--- src/rtl/decompress_d.sv ---
// decompress_d: unpacks LSB-first D-bit coefficients from a byte stream and emits decompressed pairs
module decompress_d #(
    parameter int D = 1
) (
    input  logic        clk,
    input  logic        reset,
    input  logic        set,
    input  logic        readin,
    input  logic        full_in,
    input  logic [7:0]  decomp_din,
    input  logic [8:0]  in_index,
    input  logic        readout,
    output logic [15:0] decomp_dout_1,
    output logic [15:0] decomp_dout_2,
    output logic [6:0]  out_index,
    output logic        readin_ok,
    output logic        readout_ok,
    output logic        done,
    output logic        err
);
    localparam int Q = 3329;
    localparam int N = 256;
    localparam int ACC_W = 2 * D + 8;
    localparam int CW = $clog2(ACC_W + 1);
    localparam int PW = D + 12;
    localparam logic [CW-1:0] PAIR_BITS = CW'(2 * D);
    localparam logic [8:0] LAST_BYTE = 9'(32 * D - 1);
    localparam logic [6:0] LAST_PAIR = 7'(N / 2 - 1);
    localparam logic [PW-1:0] QW = PW'(Q);
    localparam logic [PW-1:0] HALF = PW'(1) << (D - 1);

    typedef enum logic [1:0] {IDLE, RUN, FLUSH, DONE} state_t;

    state_t state, state_n;
    logic [ACC_W-1:0] acc, acc_sh, acc_n;
    logic [CW-1:0] acc_cnt, cnt_sh, cnt_n;
    logic [8:0] byte_cnt;
    logic [6:0] pair_cnt;
    logic accept, take, ext, err_n;

    assign readin_ok = (state == RUN) && (acc_cnt <= PAIR_BITS);
    assign accept = readin && readin_ok;
    assign take = readout && readout_ok;
    assign ext = (state == RUN || state == FLUSH) && (acc_cnt >= PAIR_BITS) && (!readout_ok || readout);
    assign done = (state == DONE);

    // state register
    always_ff @(posedge clk or negedge reset) begin
        if (!reset) state <= IDLE;
        else state <= state_n;
    end

    // next state: set low aborts from anywhere, full_in ends input, last pair consumed ends output
    always_comb begin
        state_n = !set ? IDLE :
                  (state == IDLE) ? RUN :
                  (state == RUN && accept && full_in) ? FLUSH :
                  (state == FLUSH && take && out_index == LAST_PAIR) ? DONE : state;
    end

    // accumulator update: drop an extracted pair first, then append the new byte above what remains
    always_comb begin
        acc_sh = ext ? acc >> (2 * D) : acc;
        cnt_sh = ext ? acc_cnt - PAIR_BITS : acc_cnt;
        acc_n = accept ? acc_sh | (ACC_W'(decomp_din) << cnt_sh) : acc_sh;
        cnt_n = accept ? cnt_sh + CW'(8) : cnt_sh;
        err_n = err
              | (accept && (in_index != byte_cnt || (full_in && byte_cnt != LAST_BYTE)))
              | (readin && (state == FLUSH || state == DONE));
    end

    // datapath registers: accumulator, counters, output pair and sticky error
    always_ff @(posedge clk or negedge reset) begin
        if (!reset) begin
            acc <= '0;
            acc_cnt <= '0;
            byte_cnt <= '0;
            pair_cnt <= '0;
            decomp_dout_1 <= '0;
            decomp_dout_2 <= '0;
            out_index <= '0;
            readout_ok <= 1'b0;
            err <= 1'b0;
        end else if (!set) begin
            acc <= '0;
            acc_cnt <= '0;
            byte_cnt <= '0;
            pair_cnt <= '0;
            decomp_dout_1 <= '0;
            decomp_dout_2 <= '0;
            out_index <= '0;
            readout_ok <= 1'b0;
            err <= 1'b0;
        end else begin
            acc <= acc_n;
            acc_cnt <= cnt_n;
            err <= err_n;
            if (accept) byte_cnt <= byte_cnt + 9'd1;
            if (ext) begin
                decomp_dout_1 <= 16'((PW'(acc[D-1:0]) * QW + HALF) >> D);
                decomp_dout_2 <= 16'((PW'(acc[2*D-1:D]) * QW + HALF) >> D);
                out_index <= pair_cnt;
                pair_cnt <= pair_cnt + 7'd1;
                readout_ok <= 1'b1;
            end else if (take) begin
                readout_ok <= 1'b0;
            end
        end
    end
endmodule
--- config.mk ---
export PLATFORM = sky130hd
export DESIGN_NAME = decompress_d
export DESIGN_NICKNAME = d
export VERILOG_FILES = /design/src/rtl/decompress_d.sv
export SDC_FILE = /design/constraint.sdc
export NUM_CORES = 1
export LEC_CHECK = 0
export ABC_AREA = 1
export ABC_CLOCK_PERIOD_IN_PS = 2400
export CAP_MARGIN = 40
export CORE_ASPECT_RATIO = 1.5
export CORE_MARGIN = 4
export CORE_UTILIZATION = 50
export DETAILED_ROUTE_END_ITERATION = 16
export GPL_TIMING_DRIVEN = 0
export PLACE_DENSITY = 0.8
export SLEW_MARGIN = 10
export SYNTH_ARGS = -nofsm -noshare
export SYNTH_HDL_FRONTEND = slang
export SYNTH_SLANG_ARGS = --single-unit
--- constraint.sdc ---
create_clock -name clk -period 2.4 [get_ports clk]
set_input_delay 0.48 -clock clk [delete_from_list [all_inputs] [get_ports clk]]
set_output_delay 0.48 -clock clk [all_outputs]
set_load 0.01 [all_outputs]
==> results by stage, run 1 <==
STA:
- For the final database, setup skew stands at between 0.002 and 0.003 ns.
- The worst path setup slack after routing is 0.170 ns.
- Setup repair after global routing left no endpoint under its margin.
- Static timing analysis puts the maximum clock frequency at 0.448 GHz.
- The worst path uses 92.9% of the clock period.
- Setup violations remaining at the end of the flow were counted as 0.
- For the finished layout, the period the worst path requires is 2.23 ns.
- The count of final hold-check violations came to 0.
- The number of slew-limit violations in the final report came to 0.

Critical path:
- In this run the worst setup path terminates at readin_ok.
- STA classifies the critical path startpoint as a flop.
- The number of cells on the worst reg-to-reg path is 9.
- The kind of end point of the critical path is a primary output.
- The startpoint of the most critical register-to-register path is state[0].
- At the worst endpoint, the required time is 1.92 ns.
- At the worst endpoint, the arrival time is 1.75 ns.
- The maximum fanout along the worst path is 3.
- The kind of critical path is reg2out.
- The endpoint of the worst register-to-register path is acc[9].
- The reg-to-reg setup timing slack is 0.43 ns.
- The launch point of the critical path is state[1].

Pwr:
- Cell internal power was estimated by the tool at 1450 uW.
- In this run, the clock network consumes 23.7% of the power.
- For this design the total switching power over the nets is 851 uW.
- The total chip power is around 2300 uW.
- The static leakage is 0.00160 uW.
- VDD sags by at most roughly 0.37 mV.
- Combinational cells account for slightly below 40% of the total power.
- Dividing total power by cell area gives a power density of 688 nW/um^2.
- The switching share of total power is 37.0%.
- The power share of the sequential group is 36.6%.

Layout:
- The number of filler cells placed in the layout is ~470.
- Of the cells placed in the final design, the portion with a size suffix greater than 1 is 14.2%.
- The repair_antennas step left the layout with diodes totalling 0.
- The final core utilization is 65.2%.
- After the last flow step, the layout net total stands at 437.
- From synthesis to final layout, the design area changed by 27.0%.

Drt:
- The detailed router's first-iteration violation count is 82.
- In the routed layout, each cell is associated on average with a via count of roughly 4.9.
- The mean routed wirelength per cell is 12.1 um.
- The count of vias placed by the detailed router is between 2k and 2.5k.
- In this run the remaining antenna-violating nets after routing total 0.
- After detailed routing, the number of remaining DRC violations is 0.
- The pre-antenna-repair detailed-routing pass consisted of 4 iterations.
- For this block, the routed nets add up to about 5800 um of wire.

Clocking:
- The largest buffer count on any clock path is 2.
- The sink count of the clock tree is 42.
- The cell chosen for the clock root is sky130_fd_sc_hd__clkbuf_8.
- The H-tree was split into 2 levels.
- The post-cts sizing count is 0.
- The post-CTS setup buffer count is 0.
- The clock insertion delay at the later pin of the skew report is between 0.2 and 0.3 ns.
- The clock edge transition at the registers on the reported setup and hold paths is 0.08 ns.
- The TritonCTS clock tree is done.
- The number of CTS-inserted buffers is 5.
- The hold buffer count at CTS is 0.

Global route:
- After global routing, the most crowded layer is met2.
- The overall track demand over capacity in global routing is 19.2%.
- The maximum number of pins on one net before global-route repair is 24.
- The first-pass GRT wire length is 9840 um.
- In the global route stage, met3 resource usage came out at under 10%.
- The number of global-route vias before repair is 2209.
- The number of antenna violations at the first check in global routing was 0.
- For met2 alone, demand over resource in global routing was 33.9%.
- The met1 routing resource usage after global routing is 22.1%.
- The leftover overflow at the end of global routing is 0.

Yosys:
- Of the synthesized area, sequential elements account for between 30% and 40%.
- The register bit count reported by yosys is 42.
- For this run, the leading register cell type out of synthesis is sky130_fd_sc_hd__dfrtp_1.
- The mean instance size in the synthesized netlist is 7.86 sq um.
- During synthesis, Yosys emitted a total of 0 warnings.
- The synthesized cell area is 2630 sq um.
- Synthesis produced a netlist whose cell count is 335.
- The count of distinct cell types in the synthesized netlist is 34.
- Counting flops with an async set or reset pin after synthesis yields a share of 100%.
- The count of flip-flops with a built-in enable after synthesis is 0.

Placement:
- The total half-perimeter wirelength after legalization and detailed placement is 4640 um.
- During placement, the flow inserted port buffers numbering 41.
- Routability-driven placement finished with a final weighted congestion of a little under 0.9.
- The worst slack at placement is 0.124 ns.

Floorplan:
- 66 I/O pins were placed.
- The core footprint is 5120 sq um.
- The floorplan die height is 96.9 um.
- The die width is 67.2 um.
- The cell row count is 32.
- The floorplan step defined a die boundary enclosing 6510 sq um.
- The effective utilization at floorplan is 51.4%.

Status:
- The flow ran to the end, and the final reports show no timing, DRC or antenna violations.

Flow run:
- Across the run, the number of max-cap violations was 0.

Worst hold path:
- The worst hold path belongs to the class in2async.
## how the worst min path moves through the flow
stage / slack, ns / to / from / cells after the start
after CTS: 0.16 / decomp_dout_1[10] / reset / 1
final: 0.14 / decomp_dout_1[10] / reset / 1
after global routing: 0.18 / decomp_dout_1[10] / reset / 1
after global placement: 0.47 / acc[9] / acc[9] / 2
after floorplan: 0.18 / acc[0] / reset / 0
after detailed placement: 0.47 / acc[9] / acc[9] / 2
## synth_stat cells (2+ instances only)
cell	n	area [sq um]
sky130_fd_sc_hd__buf_2	2	10.0
sky130_fd_sc_hd__dfrtp_1	42	1050
sky130_fd_sc_hd__nand2_4	2	22.5
sky130_fd_sc_hd__nand2_1	72	270
sky130_fd_sc_hd__clkbuf_1	2	7.51
sky130_fd_sc_hd__nand2_2	2	12.5
sky130_fd_sc_hd__nand3_4	2	35.0
sky130_fd_sc_hd__ha_1	7	87.6
sky130_fd_sc_hd__o21ai_0	24	120
sky130_fd_sc_hd__a21oi_1	18	90.1
sky130_fd_sc_hd__xor2_1	4	35.0
sky130_fd_sc_hd__mux2i_1	2	20.0
sky130_fd_sc_hd__buf_4	30	225
sky130_fd_sc_hd__nand4_1	3	18.8
sky130_fd_sc_hd__nor2_4	2	22.5
sky130_fd_sc_hd__inv_1	29	109
sky130_fd_sc_hd__nand3_1	33	165
sky130_fd_sc_hd__nor2_2	3	18.8
sky130_fd_sc_hd__xnor2_1	7	61.3
sky130_fd_sc_hd__nor3_1	7	35.0
sky130_fd_sc_hd__nor2_1	26	97.6
sky130_fd_sc_hd__inv_2	2	7.51
sky130_fd_sc_hd__o21a_1	3	22.5
## cells by family (layout without fill, tap and decap cells)
family / count (synthesis) / count (layout) / synth area share [%]
buffers and inverters: 67 / 117 / 14.2
XOR/XNOR: 11 / 11 / 3.66
other: 1 / 24 / 0.142
multiplexers: 2 / 2 / 0.760
adder cells (fa/ha/maj): 7 / 7 / 3.33
AND/OR/NAND/NOR: 155 / 155 / 27.9
flip-flops: 42 / 42 / 39.9
AO/OA/AOI/OAI: 50 / 50 / 10.1
## stage by stage
| step | hold slack (ns) | std cells | area (sq um) | setup TNS, ns |
|---|---|---|---|---|
| after global routing | 0.178 | 476 | 3340 | 0 |
| after CTS | 0.156 | 476 | 3340 | 0 |
| final | 0.140 | 476 | 3340 | 0 |
| after detailed placement | 0.469 | 468 | 3240 | 0 |
| after floorplan | 0.184 | 358 | 2720 | 0 |
| after global placement | 0.468 | 467 | 3210 | -8.15 |
## critical path, stage by stage, from the launching register on
cell	delay, ns
sky130_fd_sc_hd__dfrtp_1	0.40
sky130_fd_sc_hd__inv_1	0.11
sky130_fd_sc_hd__ha_1	0.22
sky130_fd_sc_hd__inv_1	0.05
sky130_fd_sc_hd__nor2_1	0.12
sky130_fd_sc_hd__clkdlybuf4s50_1	0.55
## power groups by stage
stage               combinational, uW  sequential [uW]  clock, uW
floorplan                         655              849          0
global placement                  876              852          0
detailed placement                903              856          0
CTS                               909              841        555
global route                     1020              853        587
finish                            913              841        545
## placed cells by master (no fill, tap or decap), drive strengths merged, types with 2 or more instances in the layout
cell,Yosys,final
inv,31,31
nand2,76,76
mux2i,2,2
xnor2,7,7
nand3,35,35
a21oi,18,18
o21a,3,3
nand4,4,4
conb,1,24
xor2,4,4
nor2,31,31
dfrtp,42,42
o21ai,26,26
clkdlybuf4s50,0,40
ha,7,7
buf,33,35
clkbuf,2,9
nor3,8,8
## sequential cells by signal (all words and copies together), names as in the netlist
register / flops
pair_cnt: 7
acc: 10
state: 2
readout_ok: 1
acc_cnt: 3
byte_cnt: 9
err: 1
out_index: 7
decomp_dout_2: 1
decomp_dout_1: 1
## per-layer routing
layer / vias to the layer above / routed length, um
li1: 1180 / -
met1: 1066 / 2130
met2: 73 / 3180
met3: 11 / 333
met4: 0 / 124
met5: - / 0
## area by class of cell
cell class                 instances  area, sq um  area share, %
sequential                        42         1050           31.4
multi-input combinational        249         1290           38.7
clock inverter                     1         30.0          0.898
timing repair buffer              42          433           12.9
inverter                          32          120           3.59
buffer                            35          254           7.60
clock buffer                       7         76.3           2.28
tap                               68         85.1           2.54
No activity file was read; power rests on OpenSTA's default activity.
==> run 2, diff against run 1 <==
--- a/config.mk
+++ b/config.mk
@@ -6,8 +6,8 @@
 export NUM_CORES = 1
 export LEC_CHECK = 0
 export ABC_AREA = 1
-export ABC_CLOCK_PERIOD_IN_PS = 2400
-export CAP_MARGIN = 40
+export ABC_CLOCK_PERIOD_IN_PS = 2260
+export CAP_MARGIN = 25
 export CORE_ASPECT_RATIO = 1.5
 export CORE_MARGIN = 4
 export CORE_UTILIZATION = 50
==> constraint.sdc (replaced) <==
create_clock -name clk -period 2.26 [get_ports clk]
set_input_delay 0.452 -clock clk [delete_from_list [all_inputs] [get_ports clk]]
set_output_delay 0.452 -clock clk [all_outputs]
set_load 0.01 [all_outputs]
==> results by stage, run 2 (same netlist as run 1, synthesis figures left out) <==
Layout:
- The library cell used most frequently in the layout, excluding fill and tap cells, is sky130_fd_sc_hd__nand2_1.
- The final core utilization is between 60% and 70%.
- The repair_antennas step left the layout with diodes totalling 0.
- The largest registers in the layout are acc x10, byte_cnt x9.
- Relative to the synthesized area, the layout overhead comes to 27.1%.
- The final design instance area without fill is 3350 sq um.
- In the final layout, the share of cells above drive strength 1 is 14.5%.
- The register with the most flip-flops in the layout has 10 of them.
- The register with the most flip-flops in the final layout is acc.
- The count of nets after finishing is 437.
- In the layout the commonest cells are sky130_fd_sc_hd__nand2_1, sky130_fd_sc_hd__dfrtp_1, sky130_fd_sc_hd__clkdlybuf4s50_1, sky130_fd_sc_hd__nand3_1, sky130_fd_sc_hd__buf_4.

Critical path:
- Data arrives at the worst endpoint at 1.73 ns.
- The worst setup path is launched from a flop.
- Along the worst path, the maximum fanout reaches 3.
- The kind of critical path is reg2out.
- For the worst setup path, the data required time is 1.81 ns.
- The kind of end point of the critical path is a primary output.
- Setup slack on the worst reg-to-reg path comes out at 0.28 ns.

STA:
- For this run, the top clock speed supported by timing is 0.458 GHz.
- Setup repair after global routing left no endpoint under its margin.
- Setup violations remaining at the end of the flow were counted as 0.
- The count of final hold-check violations is 0.
- The final setup skew is 0.00295 ns.
- The number of slew-limit violations in the final report came to 0.
- The post-route minimum period is roughly 2.2 ns.
- The final period utilization is a little over nine tenths.

Flow run:
- Across the run, the number of max-cap violations was 0.

Placement:
- Buffers placed on the I/O ports in this run total 41.
- The final weighted congestion in routability-driven placement is 0.886.
- Once detailed placement completed, the half-perimeter wirelength came to 4640 um.
- Summing all placed instances gives a cell area of 3240 sq um.

Drt:
- The routed wire length is 5760 um.
- In this run the remaining antenna-violating nets after routing total 0.
- The first routing iteration left 84 violations.
- The routed via count divided by cell count is between 4 and 5.
- The routed layout has 2334 vias.
- Dividing the detail-routed wire length by the instance count gives 12.1 um.
- After detailed routing, the number of remaining DRC violations is 0.
- The number of iterations in the first detailed-routing pass is 4.

Pwr:
- Summed over all cells, the static leakage comes to roughly 0.0016 uW.
- The worst voltage drop across the vdd grid is between 0.3 and 0.4 mV.
- The total chip power is 2440 uW.
- For this design the ratio of total power to cell area is 730 nW/um^2.

Floorplan:
- 66 I/O pins were placed.
- The floorplan step defined a die boundary enclosing 6510 sq um.
- Measured along the x axis, the die boundary spans 67.2 um.
- In this run the core area contains 32 standard-cell rows.
- The floorplan step set the die height to 96.9 um.
- The total area inside the core boundary comes to 5120 sq um.
- The effective utilization at floorplan is around 50%.

Clocking:
- TritonCTS built the clock tree.
- The number of setup buffers added after CTS is 0.
- The largest buffer count on any clock path is 2.
- The H-tree generated during clock tree synthesis spans 2 levels.
- The clock edge transition at the registers on the reported setup and hold paths is 0.08 ns.
- At the later pin of the worst-skew pair, clock insertion delay measures 0.29 ns.
- Counting the buffers created by CTS gives 5.
- Clock tree synthesis found a total of 42 sinks.
- The cell chosen for the clock root is sky130_fd_sc_hd__clkbuf_8.

Worst hold path:
- The class of the most critical hold timing path is in2async.

Status:
- The flow ran to the end, and the final reports show no timing, DRC or antenna violations.

Global route:
- Entering global routing, the biggest net connects 24 pins.
- The first-pass GRT wire length is between 9000 and 10000 um.
- Global routing finished with a remaining overflow of 0.
- For this run, the total global-route usage over all layers was measured as 19.2%.
- The number of global-route vias before repair came to between 2k and 2.5k.
- The number of antenna violations at the first check in global routing is 0.
## run 2: timing repair
| action | CTS | global route |
|---|---|---|
| gates resized for setup | 0 | 1 |
| endpoints found under the setup margin | 0 | 1 |
| hold buffers | 0 | 0 |
## run 2: worst max-delay path: stages, from the launching register on
cell and delay (ns):
sky130_fd_sc_hd__dfrtp_1 0.40, sky130_fd_sc_hd__inv_1 0.11, sky130_fd_sc_hd__ha_2 0.21, sky130_fd_sc_hd__inv_1 0.04, sky130_fd_sc_hd__nor2_1 0.12, sky130_fd_sc_hd__clkdlybuf4s50_1 0.55
## run 2: power breakdown
part	switching, uW	internal, uW
registers	58.6	835
logic	596	374
clock network	248	330
## run 2: path summary, 6_finish.rpt
kind / cells past startpoint / to / startpoint
setup reg to reg: 9 / acc[9] / state[0]
setup / recovery: 5 / readin_ok / state[1]
hold reg to reg: 2 / acc[9] / acc[9]
min in group clk: 2 / acc[9] / acc[9]
max in group asynchronous: 2 / byte_cnt[1] / reset
hold / removal: 1 / decomp_dout_1[10] / reset
## run 2: cell type report
class / count / area [sq um]
fill: 469 / 1780
multi-input combinational: 249 / 1300
sequential: 42 / 1050
timing repair buffer: 42 / 433
buffer: 35 / 254
inverter: 32 / 120
tap: 68 / 85.1
clock buffer: 7 / 76.3
clock inverter: 1 / 30.0
## run 2: metrics by stage
| stage | hold slack, ns | cells | setup TNS (ns) | setup slack, ns |
|---|---|---|---|---|
| after CTS | 0.128 | 476 | 0 | 0.0467 |
| after global placement | 0.468 | 467 | -12.85 | -0.308 |
| after floorplan | 0.156 | 358 | 0 | 0.615 |
| final | 0.112 | 476 | 0 | 0.0743 |
| after detailed placement | 0.449 | 468 | 0 | 0.0124 |
| after global routing | 0.150 | 476 | 0 | 0.0125 |
## run 2: layer usage
metal | part of all wire (%) | track usage (%)
met5 | 0 | 0
met4 | 2.2 | 7.81
met3 | 5.6 | 3.02
met2 | 55 | 33.9
met1 | 37 | 22.1
